<file path="src/rtl/writeback_manager.sv">
// writeback_manager: collects results from NUM_UNITS calculation units through a round-robin
// valid/ready arbiter. It buffers them in a small FIFO and drives the register-file write
// port at one write per cycle. It also exports a mask of registers with a pending write.
// Optional feature: define WB_BYPASS_EN to let a result skip the empty FIFO (0-cycle latency).
module writeback_manager #(
    parameter int unsigned XLEN      = 32,
    parameter int unsigned NUM_UNITS = 2,
    parameter int unsigned DEPTH     = 4
) (
    input  logic                        clk,
    input  logic                        rst,
    input  logic [NUM_UNITS-1:0]        unit_valid_i,
    output logic [NUM_UNITS-1:0]        unit_ready_o,
    input  logic [NUM_UNITS*XLEN-1:0]   unit_data_i,
    input  logic [NUM_UNITS*5-1:0]      unit_adr_i,
    output logic [XLEN-1:0]             res_data_o,
    output logic [4:0]                  res_adr_o,
    output logic                        res_v_o,
    output logic [31:0]                 pending_o,
    output logic [$clog2(DEPTH):0]      count_o
);

    localparam int unsigned PW = (NUM_UNITS > 1) ? $clog2(NUM_UNITS) : 1;
    localparam int unsigned AW = $clog2(DEPTH);
    localparam int unsigned CW = AW + 1;

    logic [XLEN-1:0] mem_data [DEPTH];
    logic [4:0]      mem_adr  [DEPTH];
    logic [AW-1:0]   rd_ptr_q, wr_ptr_q;
    logic [CW-1:0]   count_q;
    logic [PW-1:0]   rr_ptr_q;
    logic [XLEN-1:0] last_data_q;
    logic [4:0]      last_adr_q;

    logic            accept_ok;
    logic            gnt_any;
    logic [PW-1:0]   gnt_idx;
    logic [XLEN-1:0] g_data;
    logic [4:0]      g_adr;
    logic            bypass;
    logic            push;
    logic            pop;

    // No full-pass-through: the pop happening this cycle does not free a slot for accept.
    assign accept_ok = (count_q < CW'(DEPTH));
    assign pop       = (count_q != '0);

    // Round-robin search from rr_ptr for the first valid unit; nothing is granted in reset.
    always_comb begin
        gnt_any      = 1'b0;
        gnt_idx      = '0;
        g_data       = '0;
        g_adr        = '0;
        unit_ready_o = '0;
        for (int unsigned k = 0; k < NUM_UNITS; k++) begin
            int unsigned idx;
            idx = (32'(rr_ptr_q) + k) % NUM_UNITS;
            if (!gnt_any && unit_valid_i[idx]) begin
                gnt_any = 1'b1;
                gnt_idx = PW'(idx);
                g_data  = unit_data_i[idx*XLEN +: XLEN];
                g_adr   = unit_adr_i[idx*5 +: 5];
            end
        end
        if (rst || !accept_ok) begin
            gnt_any = 1'b0;
        end
        if (gnt_any) begin
            unit_ready_o[gnt_idx] = 1'b1;
        end
    end

    // Results to x0 are accepted but never written; bypassed results skip the FIFO.
    always_comb begin
`ifdef WB_BYPASS_EN
        bypass = gnt_any && (g_adr != 5'd0) && (count_q == '0);
`else
        bypass = 1'b0;
`endif
        push = gnt_any && (g_adr != 5'd0) && !bypass;
    end

    // Write-port outputs: FIFO head when buffered, bypassed result otherwise, else hold.
    always_comb begin
        res_v_o    = pop || bypass;
        res_data_o = last_data_q;
        res_adr_o  = last_adr_q;
        if (pop) begin
            res_data_o = mem_data[rd_ptr_q];
            res_adr_o  = mem_adr[rd_ptr_q];
        end else if (bypass) begin
            res_data_o = g_data;
            res_adr_o  = g_adr;
        end
    end

    // Pending mask: OR of one-hot destinations over the live FIFO slots.
    always_comb begin
        pending_o = '0;
        for (int unsigned i = 0; i < DEPTH; i++) begin
            logic [AW-1:0] off;
            off = AW'(i) - rd_ptr_q;
            if ({1'b0, off} < count_q) begin
                pending_o[mem_adr[i]] = 1'b1;
            end
        end
        pending_o[0] = 1'b0;
    end

    // FIFO storage; contents need no reset because only live slots are ever observed.
    always_ff @(posedge clk) begin
        if (!rst && push) begin
            mem_data[wr_ptr_q] <= g_data;
            mem_adr[wr_ptr_q]  <= g_adr;
        end
    end

    // Pointers, occupancy, arbitration pointer and held output values.
    always_ff @(posedge clk) begin
        if (rst) begin
            rd_ptr_q    <= '0;
            wr_ptr_q    <= '0;
            count_q     <= '0;
            rr_ptr_q    <= '0;
            last_data_q <= '0;
            last_adr_q  <= '0;
        end else begin
            if (push) begin
                wr_ptr_q <= wr_ptr_q + AW'(1);
            end
            if (pop) begin
                rd_ptr_q <= rd_ptr_q + AW'(1);
            end
            count_q <= count_q + CW'(push) - CW'(pop);
            if (gnt_any) begin
                rr_ptr_q <= PW'((32'(gnt_idx) + 32'd1) % NUM_UNITS);
            end
            if (pop || bypass) begin
                last_data_q <= res_data_o;
                last_adr_q  <= res_adr_o;
            end
        end
    end

    assign count_o = count_q;

endmodule

</file>
<file path="config.mk">
export PLATFORM = sky130hd
export DESIGN_NAME = writeback_manager
export DESIGN_NICKNAME = d
export VERILOG_FILES = /design/src/rtl/writeback_manager.sv
export SDC_FILE = /design/constraint.sdc
export NUM_CORES = 1
export LEC_CHECK = 0
export ABC_CLOCK_PERIOD_IN_PS = 7900
export BUFFER_PORTS_ARGS = -buffer_cell sky130_fd_sc_hd__buf_2
export CAP_MARGIN = 20
export CELL_PAD_IN_SITES_DETAIL_PLACEMENT = 1
export CELL_PAD_IN_SITES_GLOBAL_PLACEMENT = 1
export CORE_MARGIN = 2
export CORE_UTILIZATION = 37
export CTS_CLUSTER_SIZE = 12
export DETAILED_ROUTE_END_ITERATION = 12
export PLACE_DENSITY = 0.7
export SKIP_CTS_REPAIR_TIMING = 1
export SLEW_MARGIN = 20
export SYNTH_ARGS = -nofsm -noshare
export SYNTH_HDL_FRONTEND = slang
export SYNTH_SLANG_ARGS = --single-unit
</file>
<file path="constraint.sdc">
create_clock -name clk -period 7.9 [get_ports clk]
set_input_delay 1.58 -clock clk [delete_from_list [all_inputs] [get_ports clk]]
set_output_delay 1.58 -clock clk [all_outputs]
set_load 0.05 [all_outputs]
</file>
# Yosys cells after proc, flatten, opt, wreduce, memory -nomap -nowiden
# Memory sizes are Yosys's and may differ from the RTL's. A register that Yosys moved wholly into a read port is not among the register bits.
# Index checks and enable logic that the tools add are counted.
# classes
n_addsub	10
mul	2
order_cmp	17
shift	4
n_mux	36
bitwise_logic	3
n_reduce_logical	14
# ops
op	n
2-to-1 mux 32 bit	7
indexed part select 64 x 7 -> 32 bit	2
bitwise OR 32 bit	3
< comparator 5 x 6 -> 1 bit (second input constant)	4
demux 1 bit (select 5 bit)	4
>= comparator 5 x 1 -> 1 bit (second input constant)	4
indexed part select 10 x 5 -> 5 bit	2
2-to-1 mux 1 bit	16
2-to-1 mux 5 bit	3
< comparator 2 x 3 -> 1 bit	4
2-to-1 mux 2 bit	5
logical AND 1 bit	8
multiplier 1 x 3 -> 4 bit (second input constant)	2
< comparator 1 x 2 -> 1 bit (second input constant)	3
nonzero test 5 bit	1
adder 2 x 1 -> 2 bit (second input constant)	2
subtractor 1 x 2 -> 2 bit (first input constant)	2
subtractor 2 bit (first input constant)	2
adder 3 x 1 -> 3 bit	1
logical NOT 1 bit	3
< comparator 3 bit (second input constant)	1
nonzero test 3 bit	1
subtractor 3 x 1 -> 3 bit	1
adder 1 bit (second input constant)	2
other kinds (3)	3
# word_totals
reg_bits	45
ramBits	148
in_bits	78
output_inout_bits	75
word_cells	94
mem_count	2
# mem_list
name	depth	width	read_ports	rd_clocked_by_memory_dff	write_ports	line_no	source
mem_data	4	32	1	1	1	27	logic [XLEN-1:0] mem_data [DEPTH];
mem_adr	4	5	5	1	1	28	logic [4:0] mem_adr [DEPTH];

# Depth between registers and ports, before layout
# Gate-level depths: netlist of run 1.
# An unclocked memory read counts as a cell.
# logic_depth
ltp_word	12
depth_mapped	15
mapped_depth_nobuf	13

# Least setup slack after synthesis of run 1
# Ideal clock, no wire load.
# synth_timing
kind	input-to-output
from	input port unit_valid_i[0]
to	output port unit_ready_o[0]
arrival_time_ns	2.869
required_ns	6.320
path_slack_ns	3.451
stages	5
path_buffers	2
path_cell_list	nand2b_1 > and2_1 > clkbuf_1 > clkbuf_1 > nor2_1
# synth_via
elab_chain_cells	11
word_cells_on_any_way	17
classes_between	order compare: 2; mux: 12; reduce/logical: 3
# synth_lines
item	line_no	source
start: declaration	12	input logic [NUM_UNITS-1:0] unit_valid_i,
2-to-1 mux 1 bit (implied by the code) (2 in a row)	58	if (!gnt_any && unit_valid_i[idx]) begin
2-to-1 mux 1 bit	58	
logical NOT 1 bit	58	
logical AND 1 bit	58	
2-to-1 mux 1 bit	58	
< comparator 1 x 2 -> 1 bit (implied by the code) or >= comparator 1 bit (tied branches)	69	unit_ready_o[gnt_idx] = 1'b1;
logical AND 1 bit (implied by the code)	69	
2-to-1 mux 1 bit (implied by the code)	69	
demux 1 bit (select 1 bit)	69	
2-to-1 mux 2 bit (*)	68	if (gnt_any) begin
end: declaration	13	output logic [NUM_UNITS-1:0] unit_ready_o,
# Every way passes the cells marked *; elsewhere a longest branch is shown, timed or not. The select of a mux whose other input is x is not followed.

# Final worst setup path of run 1
# layout_timing
from	register count_q[1], in the netlist count_o[1]
to	output port pending_o[27]
# layout_via
elab_chain_cells	8
word_cells_on_any_way	11
classes_between	order compare: 4; mux: 4; bitwise: 3
# layout_lines
item	line_no	source
start: declaration	30	logic [CW-1:0] count_q;
start signal: assignment	134	count_q <= count_q + CW'(push) - CW'(pop);
< comparator 2 x 3 -> 1 bit	103	if ({1'b0, off} < count_q) begin
2-to-1 mux 32 bit	103	
bitwise OR 32 bit (no source line)	--	
2-to-1 mux 32 bit	103	
bitwise OR 32 bit (no source line)	--	
2-to-1 mux 32 bit	103	
bitwise OR 32 bit (no source line)	--	
2-to-1 mux 32 bit (*)	103	
end: declaration	19	output logic [31:0] pending_o,
# Every way passes the cells marked *; elsewhere a longest branch is shown, timed or not.

==> results.yml, run 1 <==
outcome:
  status: "finished clean"
power_and_ir_drop:
  peakVddDrop_mv: 0.1912
  combPwrFrac: 0.466
  power_uw: 4140
  power_frac_clock: 0.205
  sw_frac_of_total: 0.4237
  leakage_uw: 0.003993
  power_density_mw_per_mm2: 388.1
  pwr-share-seq: 0.329
  switchingPower_uw: 1754
  p_int_uw: 2386
synth:
  synth_top_family_by_area: "multiplexers"
  synth-seq-cells: 195
  async_flop_share: 0
  synthDistinctLibCells: 49
  synth_nets: 712
  synth_edf_count: 148
  synthFlopType: "edfxtp_1"
  ys_seq_area_frac: 0.5932
  synthMuxAreaShare: 0.1501
  ys_warn_count: 0
  syn_avg_cell_area_sq_um: 14.57
  synth-xor-area-share: 0.003859
  synth-compound-area-share: 0.1130
  synth-simple-area-share: 0.09552
  synth_cells: 623
  synth_fa_ha_area_frac: 0.01599
  netlist_area_sq_mm: 0.009077
cts:
  clock-sinks: 195
  clockRootBuffer: "clkbuf_16"
  clkLatencyLatePin_ns: 0.43
  clockBufferDepth: 2
  clk_pin_slew_ns: 0.07
  cts_buffers: 17
  cts_tree: "built"
  cts_max_level: 4
floorplan:
  die_area_sq_mm: 0.02580
  start_util: 0.3755
  ioPinCount: 153
  rows: 57
  core-area_sq_mm: 0.02418
  fp.dieH_um: 160.6
  die-width_um: 160.6
placed_design:
  dp.cells: 1063
  gp_congestion: 0.8481
  post-place-ws_ns: 3.257
  io_buffer_count: 151
  dp_hpwl_mm: 17.48
route:
  wirelength_mm: 24.94
  firstDrtPassIters: 5
  via_per_inst: 5.553
  vias: 6080
  drcViolationCount: 0
  drt_iter0_drc: 392
  final_antenna_net_count: 0
  wl_per_cell_um: 22.77
timing:
  setup_ws_ns: 3.213
  rsz0062_at_grt: "false"
  slew_violations: 0
  relSlewSlack: 0.2444
  fmax_ghz: 0.2134
  clock_skew_ns: 0.02136
  fin_crit_ns: 4.687
  fin_setup_tns_ns: 0
  tightest_slew_ns: 1.126
  fin_crit_sh: 0.5933
  setup_violations: 0
  finalHoldViolations: 0
final_layout:
  fillers: 2516
  n_antenna_cell: 0
  final_cell_count_no_fill: 1095
  regArea_sq_mm: 0.005388
  layout_common_cells: "buf_2, edfxtp_1, nor2b_1, dfxtp_1, mux4_2"
  drive_above_1_share: 0.3567
  syn_to_final_growth_pct: 17.51
  final_common_cell: "buf_2"
  fin_nets: 847
  multi_input_area_sq_mm: 0.003453
global_routing:
  use_met1: 0.2511
  grtUsageMet3: 0.03487
  grt_max_degree: 48
  grt_pass1_vias: 6576
  top_usage_layer: "met2"
  antenna_found_initial: 0
  track_usage: 0.1959
  grt_pass1_wl_mm: 38.57
  grtUsageMet2: 0.3372
  overflow: 0
setup_path:
  end_kind: "primary output"
  path_class: "reg -> out"
  arrival_ns: 3.11
  cp_max_fo: 13
  startpoint_type: "flip-flop"
  crit_required_ns: 6.32
flow_run:
  max_cap_violations: 0
worst_hold_path:
  hold_path.class: "reg -> reg"
synthesized netlist by cell type (10+ instances only):
cell type / number / area share
dfxtp_1: 47 / 0.10
ha_1: 10 / 0.014
nor2b_1: 55 / 0.038
nand3_1: 11 / 0.0061
nand2b_1: 15 / 0.010
mux4_2: 37 / 0.092
clkbuf_1: 21 / 0.0087
nor2_1: 30 / 0.012
edfxtp_1: 148 / 0.49
inv_1: 11 / 0.0045
a221o_1: 22 / 0.024
a22o_1: 34 / 0.033
o22ai_1: 22 / 0.015
nand2_1: 25 / 0.010
mux2_4: 30 / 0.050
metal layers:
layer  wire (um)  vias up  part of all wire
li1            -     2725                 -
met2       12540      204              0.50
met1       10770     3116              0.43
met4         466        0             0.019
met3        1153       35             0.046
met5           0        -                 0
worst max-delay path: stages (launching register included):
cell and delay [ns]:
dfxtp_1 0.45, inv_1 0.16, ha_1 0.31, a21oi_1 0.09, o21ai_1 0.87, o32ai_1 0.21, a211o_1 0.36, buf_2 0.23
path summary, 6_finish.rpt:
| path | from | to | slack, ns | cells after the start |
|---|---|---|---|---|
| max | count_o[1]$_SDFF_PP0_ | pending_o[27] | 3.21 | 7 |
| min | wr_ptr_q[0]$_SDFFE_PP0P_ | wr_ptr_q[0]$_SDFFE_PP0P_ | 0.54 | 2 |
| max reg2reg | count_o[2]$_SDFF_PP0_ | count_o[2]$_SDFF_PP0_ | 4.89 | 10 |
| min reg2reg | wr_ptr_q[0]$_SDFFE_PP0P_ | wr_ptr_q[0]$_SDFFE_PP0P_ | 0.54 | 2 |
cell families (layout without fill, tap and decap cells):
kind of cell / count (synthesis) / after routing
and+or+nand+nor: 163 / 163
adders and majority gates: 11 / 11
muxes: 74 / 74
buffers and inverters: 50 / 198
xor gates and xnor gates: 4 / 4
AOI/OAI and AO/OA: 125 / 125
other: 1 / 1
DFF: 195 / 195
state kept, by name, indices dropped and copies added, names as in the netlist, named ones only:
signal / cells
count_o: 3
last_adr_q: 5
last_data_q: 32
mem_adr: 20
mem_data: 128
rd_ptr_q: 2
rr_ptr_q: 1
wr_ptr_q: 2
power by group through the flow:
stage | Combinational (uW) | Clock (uW) | Sequential (uW)
finish | 1930 | 847 | 1360
global route | 2050 | 907 | 1380
CTS | 1950 | 867 | 1370
detailed placement | 1940 | 0 | 1390
global placement | 1910 | 0 | 1380
floorplan | 1570 | 0 | 1340
cell type report:
class / count / area share
flip-flops and latches: 195 / 0.5051
repair buffers: 155 / 0.07367
clock inverters: 14 / 0.01537
multi-input cells: 378 / 0.3238
well taps: 324 / 0.03801
inverters: 11 / 0.003871
clock buffers: 18 / 0.04023
stage by stage:
step	cell area [sq um]	hold WS, ns	util
floorplan	9077	0.4828	-
global placement	10070	0.5298	0.4167
detailed placement	10070	0.5347	0.4167
CTS	10670	0.5481	0.4412
global route	10670	0.5602	0.4412
finish	10670	0.5433	0.4412
(Power assumes the default switching activity.)
==> run 2, diff against run 1 <==
- ABC_AREA: default -> 1
- ABC_CLOCK_PERIOD_IN_PS: 7900 -> 4900
- PLACE_DENSITY: 0.7 -> 0.74
- clock period: 7.9 -> 4.9 ns (I/O delays scaled with it)
==> run 2 against run 1 <==
Sequential share of layout area down 3.9 points. Critical path depth up 10. Power up 78%. Cell count up 46%. Setup slack worse by 2.5 ns. Synthesized cell count up 81%. Global-route usage up 1.6 points. Via count up 43%. Count of clock-buffer cells in the layout down 1. Synthesized area up 9.4%. Core utilization about the same. Sequential power up 65%.
==> results.yml, run 2 <==
placed_design:
  dp_hpwl_mm: 20.61
  io_buffer_count: 151
  place_area_sq_mm: 0.01096
  gp_congestion: 0.8961
  dp.cells: 1567
  post-place-ws_ns: 0.6867
synth:
  synth_top_area_frac: 0.4476
  synth_area_leaders: "edfxtp_1, nand2_1, dfxtp_1"
  netlist_area_sq_mm: 0.009930
  async_flop_share: 0
  synthFlopType: "edfxtp_1"
  synth_edf_count: 148
  yosysTopAreaCell: "edfxtp_1"
  syn_avg_cell_area_sq_um: 8.795
  ys_seq_area_frac: 0.5423
  synth_common_cells: "nand2_1, o21ai_0, edfxtp_1"
  synthDistinctLibCells: 41
  synth_cells: 1129
  synth_nets: 1218
  synth-seq-cells: 195
  ys_warn_count: 0
  synth_most_common_cell: "nand2_1"
floorplan:
  die-width_um: 167.8
  ioPinCount: 153
  core-area_sq_mm: 0.02621
  rows: 59
  fp.dieH_um: 167.8
  start_util: 0.3789
  die_area_sq_mm: 0.02816
power_and_ir_drop:
  peakVddDrop_mv: 0.4112
  p_int_uw: 3688
  power_density_mw_per_mm2: 636.2
  switchingPower_uw: 3672
  pwr-share-seq: 0.306
  power_frac_clock: 0.194
  combPwrFrac: 0.499
  leakage_uw: 0.004870
  sw_frac_of_total: 0.4989
  power_uw: 7360
timing:
  fin_crit_sh: 0.8610
  setup_violations: 0
  setup_ws_ns: 0.6811
  fin_crit_ns: 4.219
  rsz0062_at_grt: "false"
  fin_setup_tns_ns: 0
  tightest_slew_ns: 0.9246
  fmax_ghz: 0.2370
  slew_violations: 0
  relSlewSlack: 0.3827
  clock_skew_ns: 0.01112
  finalHoldViolations: 0
final_layout:
  fin_nets: 1340
  n_antenna_cell: 0
  syn_to_final_growth_pct: 16.49
  final_cell_count_no_fill: 1599
  drive_above_1_share: 0.1788
  fin_area_sq_mm: 0.01157
  regMostFlops: "mem_data"
  largest_reg_flops: 128
  final_common_cell: "nand2_1"
  top_regs: "mem_data x128, last_data_q x32, mem_adr x20"
  layout_common_cells: "nand2_1, buf_2, o21ai_0, edfxtp_1, inv_1"
  fillers: 3090
route:
  via_per_inst: 5.420
  wl_per_cell_um: 18.77
  drt_iter0_drc: 606
  wirelength_mm: 30.01
  final_antenna_net_count: 0
  vias: 8666
  firstDrtPassIters: 5
  drcViolationCount: 0
cts:
  cts_tree: "built"
  cts_buffers: 17
  cts_max_level: 4
  clock-sinks: 195
  clk_pin_slew_ns: 0.08
  clockBufferDepth: 2
  clkLatencyLatePin_ns: 0.44
  clockRootBuffer: "clkbuf_16"
global_routing:
  antenna_found_initial: 0
  grt_pass1_vias: 8899
  grt_max_degree: 77
  overflow: 0
  grt_pass1_wl_mm: 47.33
  track_usage: 0.2123
setup_path:
  cp_max_fo: 76
  end_kind: "flip-flop"
  crit_path_top_delay_cell: "dfxtp_2"
  max_stage_delay_ns: 0.75
  path_class: "reg -> reg"
  crit_chain: "inv_4, nand2_2, nand2_4, nor2_8, nand2_1, nand2_1, nor2_4, nand3_4, nand2_2, ha_1, inv_1, ha_1, inv_1, fa_1, inv_1, o21ai_0, a21oi_1"
  cp.depth: 17
  worstRegToRegCells: 17
  cp.buffers_inverters: 4
  crit_required_ns: 5.27
  cpLargestDelayFamily: "simple AND/OR/NAND/NOR gates"
  arrival_ns: 4.59
  path_common_cell: "inv_1"
  startpoint_type: "flip-flop"
worst_hold_path:
  hold_depth: 2
  hold_path.class: "reg -> reg"
flow_run:
  max_cap_violations: 0
outcome:
  status: "finished clean"
run 2: cell count changes in the layout (fill, tap and decap cells not counted), moves of 21 or more:
cell | before | now
a221o_1 | 22 | 0
nand2_1 | 25 | 268
mux2_4 | 30 | 0
a21oi_1 | 6 | 60
inv_1 | 11 | 105
nor2b_1 | 55 | 0
o21ai_0 | 4 | 149
mux4_2 | 37 | 0
a22oi_1 | 0 | 21
nor2_1 | 30 | 87
run 2: cell families after synthesis:
| kind of cell | count (synthesis) | share of synthesized area |
|---|---|---|
| simple gates | 427 | 0.1798 |
| compound gates | 320 | 0.1905 |
| flops | 195 | 0.5423 |
| buf+inv | 173 | 0.07056 |
| fa+ha+maj | 11 | 0.01462 |
| xor+xnor | 2 | 0.001764 |
| other cells | 1 | 0.0003777 |
run 2: stage by stage:
step	util	hold WS (ns)
after floorplan	-	0.4527
after global routing	0.4414	0.4955
after global placement	0.4182	0.4599
final	0.4414	0.4719
after detailed placement	0.4182	0.4642
after CTS	0.4414	0.4761
run 2: worst paths after layout:
check                                end  slack (ns)                   startpoint
max                count_o[2]$_SDFF_PP0_        0.68        rr_ptr_q$_SDFFE_PP0P_
min          last_data_q[4]$_SDFFE_PP0N_        0.47  last_data_q[4]$_SDFFE_PP0N_
max reg2reg        count_o[2]$_SDFF_PP0_        0.68        rr_ptr_q$_SDFFE_PP0P_
min reg2reg  last_data_q[4]$_SDFFE_PP0N_        0.47  last_data_q[4]$_SDFFE_PP0N_
run 2: area by class of cell:
type	count	area, sq um	area share
clock buffer	17	425.4	0.03678
clock inverter	15	181.4	0.01568
inverter	111	419.2	0.03624
multi-input combinational	761	3874	0.3349
sequential	195	5388	0.4658
tap	335	419.2	0.03624
timing repair buffer	165	860.8	0.07442
run 2: worst min-delay path, stage by stage (launching register included):
cell	delay [ns]
dfxtp_1	0.30
nand2_1	0.07
a21oi_1	0.06
run 2: routing by layer:
layer	routed length (um)	track usage	vias to the layer above
met5	0	0	-
met4	520	0.06087	0
met1	12680	0.2612	4231
met2	15510	0.3890	245
li1	-	-	4146
met3	1298	0.02821	44
run 2: power groups by stage:
stage          Sequential [uW]  Clock [uW]  Combinational (uW)
6_report                  2250        1430                3680
3_3_place_gp              2280           0                3600
3_5_place_dp              2290           0                3690
2_1_floorplan             2270           0                2690
4_1_cts                   2250        1450                3710
5_1_grt                   2280        1510                4010
